[config.mk]
export PLATFORM = sky130hd
export DESIGN_NAME = overlay_deadlock_report_arbiter
export DESIGN_NICKNAME = d
export VERILOG_FILES = /design/src/rtl/overlay_deadlock_report_arbiter.sv
export SDC_FILE = /design/constraint.sdc
export NUM_CORES = 1
export LEC_CHECK = 0
export CORE_MARGIN = 2
export CORE_UTILIZATION = 45
export DETAILED_ROUTE_END_ITERATION = 8
export GPL_TIMING_DRIVEN = 0
export PLACE_DENSITY = 0.66
export SETUP_SLACK_MARGIN = 0.02
export SLEW_MARGIN = 25
export SYNTH_ARGS = -nofsm -noshare
export SYNTH_HDL_FRONTEND = slang
export SYNTH_SLANG_ARGS = --single-unit
export TNS_END_PERCENT = 5
[constraint.sdc]
create_clock -name clock -period 4 [get_ports clock]
set_input_delay 0.4 -clock clock [delete_from_list [all_inputs] [get_ports clock]]
set_output_delay 0.4 -clock clock [all_outputs]
set_load 0.01 [all_outputs]
[src/rtl/overlay_deadlock_report_arbiter.sv]
// Deadlock report arbiter: persistence-filters NUM_MON monitor block flags and shares one
// valid/ready report channel round-robin. Define DEADLOCK_RPT_TIMESTAMP_EN to add rpt_time.
module overlay_deadlock_report_arbiter #(
   parameter int NUM_MON = 4,
   parameter int IDX_W   = 2,
   parameter int INFO_W  = 4,
   parameter int PERSIST = 16,
   parameter int CNT_W   = 8
) (
   input  logic                      clock,
   input  logic                      reset,
   input  logic [NUM_MON-1:0]        mon_block,
   input  logic [NUM_MON*INFO_W-1:0] mon_info,
   input  logic                      rearm,
   output logic                      rpt_valid,
   input  logic                      rpt_ready,
   output logic [IDX_W-1:0]          rpt_idx,
   output logic [INFO_W-1:0]         rpt_info,
`ifdef DEADLOCK_RPT_TIMESTAMP_EN
   output logic [31:0]               rpt_time,
`endif
   output logic                      any_deadlock
);

   localparam int SEL_W = (NUM_MON > 1) ? $clog2(NUM_MON) : 1;
   localparam logic [CNT_W-1:0] CONF_CNT = CNT_W'(PERSIST - 1);
   localparam logic [CNT_W-1:0] SAT_CNT  = CNT_W'(PERSIST);

   typedef enum logic {
      S_EMPTY,
      S_FULL
   } state_t;

   state_t              state;
   logic [CNT_W-1:0]    cnt      [NUM_MON];
   logic [INFO_W-1:0]   info_lat [NUM_MON];
   logic [NUM_MON-1:0]  pending;
   logic [NUM_MON-1:0]  reported;
   logic [IDX_W-1:0]    ptr;

   logic                hs;
   logic                can_load;
   logic                load;
   logic                win_found;
   logic [IDX_W-1:0]    win_idx;
   logic [IDX_W-1:0]    next_idx;
   logic [IDX_W-1:0]    base;
   logic [NUM_MON-1:0]  confirm;
   logic [NUM_MON-1:0]  in_reg;
   logic [NUM_MON-1:0]  load_hit;
   logic [NUM_MON-1:0]  hs_hit;

`ifdef DEADLOCK_RPT_TIMESTAMP_EN
   logic [31:0]         cycle_cnt;
   logic [31:0]         time_lat [NUM_MON];
`endif

   function automatic int unsigned wrap_idx(input int unsigned s);
      return (s >= NUM_MON) ? s - NUM_MON : s;
   endfunction

   assign rpt_valid = (state == S_FULL);

   always_comb begin
      hs       = rpt_valid & rpt_ready;
      next_idx = (rpt_idx == IDX_W'(NUM_MON - 1)) ? '0 : rpt_idx + 1'b1;
      base     = hs ? next_idx : ptr;
      can_load = ~rpt_valid | hs;

      // A saturated counter re-confirms after rearm; the monitor held in the output
      // register is excluded so a held block cannot queue a duplicate of itself.
      for (int unsigned i = 0; i < NUM_MON; i++) begin
         in_reg[i]  = rpt_valid && (rpt_idx == IDX_W'(i));
         hs_hit[i]  = hs && (rpt_idx == IDX_W'(i));
         confirm[i] = mon_block[i] && (cnt[i] >= CONF_CNT) && !pending[i]
                      && !(reported[i] && !rearm) && !in_reg[i];
      end

      win_found = 1'b0;
      win_idx   = '0;
      for (int unsigned k = 0; k < NUM_MON; k++) begin
         if (!win_found && pending[SEL_W'(wrap_idx(32'(base) + k))]) begin
            win_found = 1'b1;
            win_idx   = IDX_W'(wrap_idx(32'(base) + k));
         end
      end

      load = can_load & win_found;
      for (int unsigned i = 0; i < NUM_MON; i++) begin
         load_hit[i] = load && (win_idx == IDX_W'(i));
      end
   end

   always_ff @(posedge clock) begin
      if (reset) begin
         state        <= S_EMPTY;
         ptr          <= '0;
         rpt_idx      <= '0;
         rpt_info     <= '0;
         pending      <= '0;
         reported     <= '0;
         any_deadlock <= 1'b0;
         for (int unsigned i = 0; i < NUM_MON; i++) begin
            cnt[i]      <= '0;
            info_lat[i] <= '0;
         end
      end else begin
         for (int unsigned i = 0; i < NUM_MON; i++) begin
            if (!mon_block[i]) begin
               cnt[i] <= '0;
            end else if (cnt[i] < SAT_CNT) begin
               cnt[i] <= cnt[i] + 1'b1;
            end
            if (confirm[i]) begin
               info_lat[i] <= mon_info[i*INFO_W +: INFO_W];
            end
         end

         pending      <= (pending & mon_block & ~load_hit) | confirm;
         reported     <= (reported | hs_hit) & mon_block & {NUM_MON{~rearm}};
         any_deadlock <= |(pending | reported);

         if (hs) begin
            ptr <= next_idx;
         end

         if (load) begin
            state    <= S_FULL;
            rpt_idx  <= win_idx;
            rpt_info <= info_lat[SEL_W'(win_idx)];
         end else if (hs) begin
            state <= S_EMPTY;
         end
      end
   end

`ifdef DEADLOCK_RPT_TIMESTAMP_EN
   always_ff @(posedge clock) begin
      if (reset) begin
         cycle_cnt <= '0;
         rpt_time  <= '0;
         for (int unsigned i = 0; i < NUM_MON; i++) begin
            time_lat[i] <= '0;
         end
      end else begin
         cycle_cnt <= cycle_cnt + 1'b1;
         for (int unsigned i = 0; i < NUM_MON; i++) begin
            if (confirm[i]) begin
               time_lat[i] <= cycle_cnt;
            end
         end
         if (load) begin
            rpt_time <= time_lat[SEL_W'(win_idx)];
         end
      end
   end
`endif

endmodule

==> impl_metrics.toml, run 1 <==
[outcome]
status = "completed"

[cts]
cts_inserted_buffers = 9
root_buffer = "clkbuf_8"
clk_latency_ns = 0.34
cts_buffer_depth = 2
ctsResizeCount = 0
clk_pin_slew_ns = 0.07
cts_sinks = 66
postCtsSetupRepairBufs = 0
cts_tree = "built"
cts_hold_buf = 0
cts.htree.levels = 3

[synthesis]
async_flop_share = 0
avgSynthCellArea_sq_um = 12.1
synth_commonest_cells = "edfxtp_1 (48), nor2_1 (28), dfxtp_1 (18)"
synthDistinctLibCells = 46
syn_area_sq_um = 2970
ys_seq_area_frac = 0.606
synthTopCellsByArea = "edfxtp_1 (48%), dfxtp_1 (12%), nor2_1 (3.5%)"
yosysMostFrequentCell = "edfxtp_1"
synth_edf_count = 48
syn_inst = 245
synth_top_area_frac = 0.485
synth-seq-cells = 66
synth-warning-count = 0
yosys_most_used_dff = "edfxtp_1"
yosysTopAreaCell = "edfxtp_1"

[global_route]
grt_pass1_vias = 1967
track_usage = 0.171
antenna_found_initial = 0
grt_pass1_wl_mm = 9.38
grt.overflow.total = 0
grt_max_degree = 11

[setup_path]
path_cells = "inv_1 > ha_1 > and3_1 > or2_0 > buf_2 > mux2i_1 > o21ai_1 > buf_2 > mux2i_1 > o221ai_1"
end_kind = "flop"
startpoint_type = "flop"
setup.worst_path.class = "reg2reg"
slowest_stage = "dfxtp_1"
cp_slowest_stage_delay_ns = 0.42
critPathMaxFanout = 10
crit_required_ns = 4.22
arrival_ns = 2.93

[sta]
rsz0062_at_grt = "false"
max_freq_mhz = 368
finalHoldViolations = 0
fin_crit_sh = 0.679
drv_slew = 0
skew_ns = 0.00690
finalSetupTns_ns = 0
tightest_slew_ns = 0.568
fin_crit_ns = 2.72
slew_headroom = 0.618
setup_violations = 0

[floorplanning]
core_area_sq_um = 6390
die_h_um = 85.3
die_w_um = 85.3
initial_core_util = 0.466
design.portCount = 32
dieArea_sq_um = 7270
num_rows = 29

[place]
numPortBuffers = 31
dp_hpwl_mm = 4.20
gp_congestion = 0.790

[route]
via_per_inst = 5.27
first_pass_iters = 4
wl_per_cell_um = 15.2
dr_total_vias = 1999
finalWirelength_mm = 5.75
drc_errors = 0
ant_nets = 0
dr.first_iter.drc_count = 82

[final_layout]
n_antenna_cell = 0
area_growth_pct = 21.3
drive_above_1_share = 0.0762
utilization = 0.564
design.final.nets = 330

[hold_path]
hold_path_class = "reg2reg"

[power_and_ir_drop]
irDropWorstVdd_v = 0.000209
p_leak_uw = 0.00136
power_density_nw_per_um2 = 438

[job]
drv_cap = 0
[registers in the layout (all words and copies together), names as in the netlist]
register	count
rpt_info	4
pending	4
any_deadlock	1
rpt_valid	1
cnt	32
reported	4
rpt_idx	2
ptr	2
info_lat	16
[final cells by class]
| type | instances | area [sq um] |
|---|---|---|
| flip-flops and latches | 66 | 1800 |
| clock inverters | 4 | 42.5 |
| repair buffers | 31 | 310 |
| multi-input cells | 174 | 1150 |
| inverters | 9 | 33.8 |
| fillers | 574 | 2780 |
| plain buffers | 7 | 32.5 |
| well taps | 77 | 96.3 |
| clock buffers | 11 | 141 |
[layout by cell type (no fill, tap or decap), types with 8 or more instances in the layout]
cell type	instances
ha_1	8
inv_1	9
dfxtp_1	18
edfxtp_1	48
and2_1	16
a31oi_1	12
conb_1	12
mux2i_1	10
nand2b_1	11
nor2_1	28
clkdlybuf4s50_1	31
clkbuf_8	10
[report_power, final]
part,switching (uW),internal (uW),leakage (uW)
combinational,118,107,0.000600
clock,236,296,0.0000943
sequential,31.8,792,0.000667
[per-stage QoR]
step	setup WS (ns)	power, uW	hold slack [ns]	instance area, sq um	cells
finish	1.28	1580	0.511	3600	379
global route	1.09	1660	0.543	3600	379
CTS	1.28	1590	0.517	3600	379
detailed placement	1.06	1060	0.498	3420	364
global placement	1.04	1060	0.478	3420	364
floorplan	1.63	967	0.476	3010	256
[per-layer routing]
layer / share of wire / wire length (um) / track usage / vias up
li1: - / - / - / 999
met1: 0.47 / 2700 / 0.223 / 937
met2: 0.45 / 2590 / 0.255 / 47
met3: 0.049 / 284 / 0.0574 / 16
met4: 0.031 / 177 / 0.0851 / 0
met5: 0 / 0 / 0 / -
[logic make-up (layout without fill, tap and decap cells)]
kind of cell	count (synthesis)	in the layout	synth area share
simple gates	99	99	0.188
flops	66	66	0.606
compound gates	36	36	0.0875
buf+inv	16	62	0.0223
mux	11	11	0.0375
fa+ha+maj	8	8	0.0337
xor+xnor	8	8	0.0236
other cells	1	12	0.00126
[worst paths after layout]
kind | startpoint | end | slack, ns | cells after the start
setup / recovery | rpt_idx[0] | rpt_info[3] | 1.28 | 10
hold / removal | rpt_info[0] | rpt_info[0] | 0.51 | 2
setup reg to reg | rpt_idx[0] | rpt_info[3] | 1.28 | 10
hold reg to reg | rpt_info[0] | rpt_info[0] | 0.51 | 2
[critical path: cells and delay by family (launching register included)]
kind            cells  cell delay (ns)
buf+inv             3             0.62
flops               1             0.42
compound gates      2             0.49
simple gates        2             0.38
mux                 2             0.37
fa+ha+maj           1             0.31
(Power assumes the default switching activity.)
==> run 2: changes to the inputs <==
--- a/config.mk
+++ b/config.mk
@@ -9,7 +9,7 @@
 export CORE_UTILIZATION = 45
 export DETAILED_ROUTE_END_ITERATION = 8
 export GPL_TIMING_DRIVEN = 0
-export PLACE_DENSITY = 0.66
+export PLACE_DENSITY = 0.68
 export SETUP_SLACK_MARGIN = 0.02
 export SLEW_MARGIN = 25
 export SYNTH_ARGS = -nofsm -noshare
==> constraint.sdc (replaced) <==
create_clock -name clock -period 2.2 [get_ports clock]
set_input_delay 0.22 -clock clock [delete_from_list [all_inputs] [get_ports clock]]
set_output_delay 0.22 -clock clock [all_outputs]
set_load 0.01 [all_outputs]
==> impl_metrics.toml, run 2 (same netlist as run 1, synthesis figures left out) <==
[final_layout]
reg_top3 = "cnt: 32 flops, info_lat: 16 flops"
final_cell_area_sq_um = 3810
largest_register_ffs = 32
drive_above_1_share = 0.177
n_antenna_cell = 0
fillers = 514
layout_common_cells = "edfxtp_1 (48), clkdlybuf4s50_1 (31), nor2_1 (27)"
final-seq-area_sq_um = 1810
layout_commonest_cell = "edfxtp_1"
design.final.nets = 337
stdcell_count = 387
area_growth_pct = 28.1
multi_input_area_sq_um = 1290
largest_register = "cnt"

[route]
finalWirelength_mm = 5.97
dr.first_iter.drc_count = 111
wl_per_cell_um = 15.4
via_per_inst = 5.32
drc_errors = 0
ant_nets = 0
dr_total_vias = 2057
first_pass_iters = 5

[place]
gp_congestion = 0.838
dp_hpwl_mm = 4.10
post-place-cells = 364
numPortBuffers = 31
placed_area_sq_um = 3430

[job]
drv_cap = 0

[cts]
cts_sinks = 66
cts.htree.levels = 3
root_buffer = "clkbuf_8"
clk_latency_ns = 0.34
cts_buffer_depth = 2
clk_pin_slew_ns = 0.07
cts_inserted_buffers = 9
cts_hold_buf = 0
cts_tree = "built"

[sta]
finalHoldViolations = 0
setup_violations = 3
tightest_slew_ns = 0.578
fin_crit_sh = 1.00
skew_ns = 0.00579
rsz0062_at_grt = "true"
postLayoutSetupSlackWorst_ns = -0.00688
slew_headroom = 0.611
hold_slack_ns = 0.523
fin_crit_ns = 2.21
drv_slew = 0
max_freq_mhz = 453

[hold_path]
timing.hold.worst_path_depth = 2
hold_path_class = "reg2reg"

[setup_path]
startpoint_type = "flop"
ff2ff_path_depth = 9
setup.worst_path.class = "reg2reg"
arrival_ns = 2.48
critPathMaxFanout = 4
crit_required_ns = 2.47
end_kind = "flop"

[floorplanning]
core_area_sq_um = 6390
die_h_um = 85.3
design.portCount = 32
die_w_um = 85.3
num_rows = 29
dieArea_sq_um = 7270
initial_core_util = 0.466

[global_route]
antenna_found_initial = 0
grt.overflow.total = 0
grt_pass1_wl_mm = 9.61
grt_pass1_vias = 2025
grt_max_degree = 12
track_usage = 0.177

[power_and_ir_drop]
p_leak_uw = 0.00139
total_power_uw = 2900
irDropWorstVdd_v = 0.000416
power_density_nw_per_um2 = 763

[outcome]
violations = "negative setup slack"
status = "finished with violations"
[run 2: changes by cell type in the layout (fill, tap and decap cells not counted), moves of 3 or more]
| cell | delta |
|---|---|
| buf_4 | +8 |
| mux2i_1 | -5 |
| o221ai_1 | -3 |
| mux2i_4 | +4 |
| o221ai_2 | +3 |
[run 2: final timing paths]
path               startpoint          end  slack, ns
hold / removal    rpt_info[0]  rpt_info[0]       0.52
setup / recovery   rpt_idx[0]  rpt_info[2]     -0.007
setup reg to reg   rpt_idx[0]  rpt_info[2]     -0.007
hold reg to reg   rpt_info[0]  rpt_info[0]       0.52
[run 2: metal layers]
metal  GRT usage  share of wire  vias to the layer above
met5           0              0                        -
met2       0.273           0.47                       59
li1            -              -                     1016
met3      0.0506          0.050                       13
met1       0.219           0.45                      969
met4       0.105          0.024                        0
[run 2: per-stage QoR]
stage	TNS, ns	util	worst slack, ns
2_1_floorplan	-0.0854	-	-0.0293
3_3_place_gp	-5.51	0.537	-0.442
3_5_place_dp	-5.57	0.537	-0.478
4_1_cts	-0.138	0.581	-0.0595
5_1_grt	-0.379	0.596	-0.0666
6_report	-0.0114	0.596	-0.00688
[run 2: layout make-up]
cell class | count | area share
Sequential cell | 66 | 0.475
Inverter | 9 | 0.00953
Tap cell | 77 | 0.0253
Timing Repair Buffer | 38 | 0.0953
Multi-Input combinational cell | 174 | 0.339
Buffer | 7 | 0.0108
Clock inverter | 5 | 0.00789
Clock buffer | 11 | 0.0371
[run 2: where the power goes]
part           leakage (uW)  switching [uW]  internal [uW]
Clock             0.0000851             447            433
Combinational      0.000635             258            257
Sequential         0.000669            66.7           1440
Total               0.00139             772           2130
[run 2: critical path, stage by stage (launching register included)]
cell	delay, ns
dfxtp_4	0.36
inv_4	0.04
ha_4	0.22
and3_4	0.16
or2_0	0.19
buf_4	0.15
o21a_1	0.12
o32a_1	0.34
or3_4	0.38
o221ai_2	0.16
[run 2: repair_timing]
item | in CTS | in global routing
pin swaps | 5 | 5
gates resized for setup | 12 | 17
buffers inserted | 7 | 0
setup endpoints to repair | 8 | 9
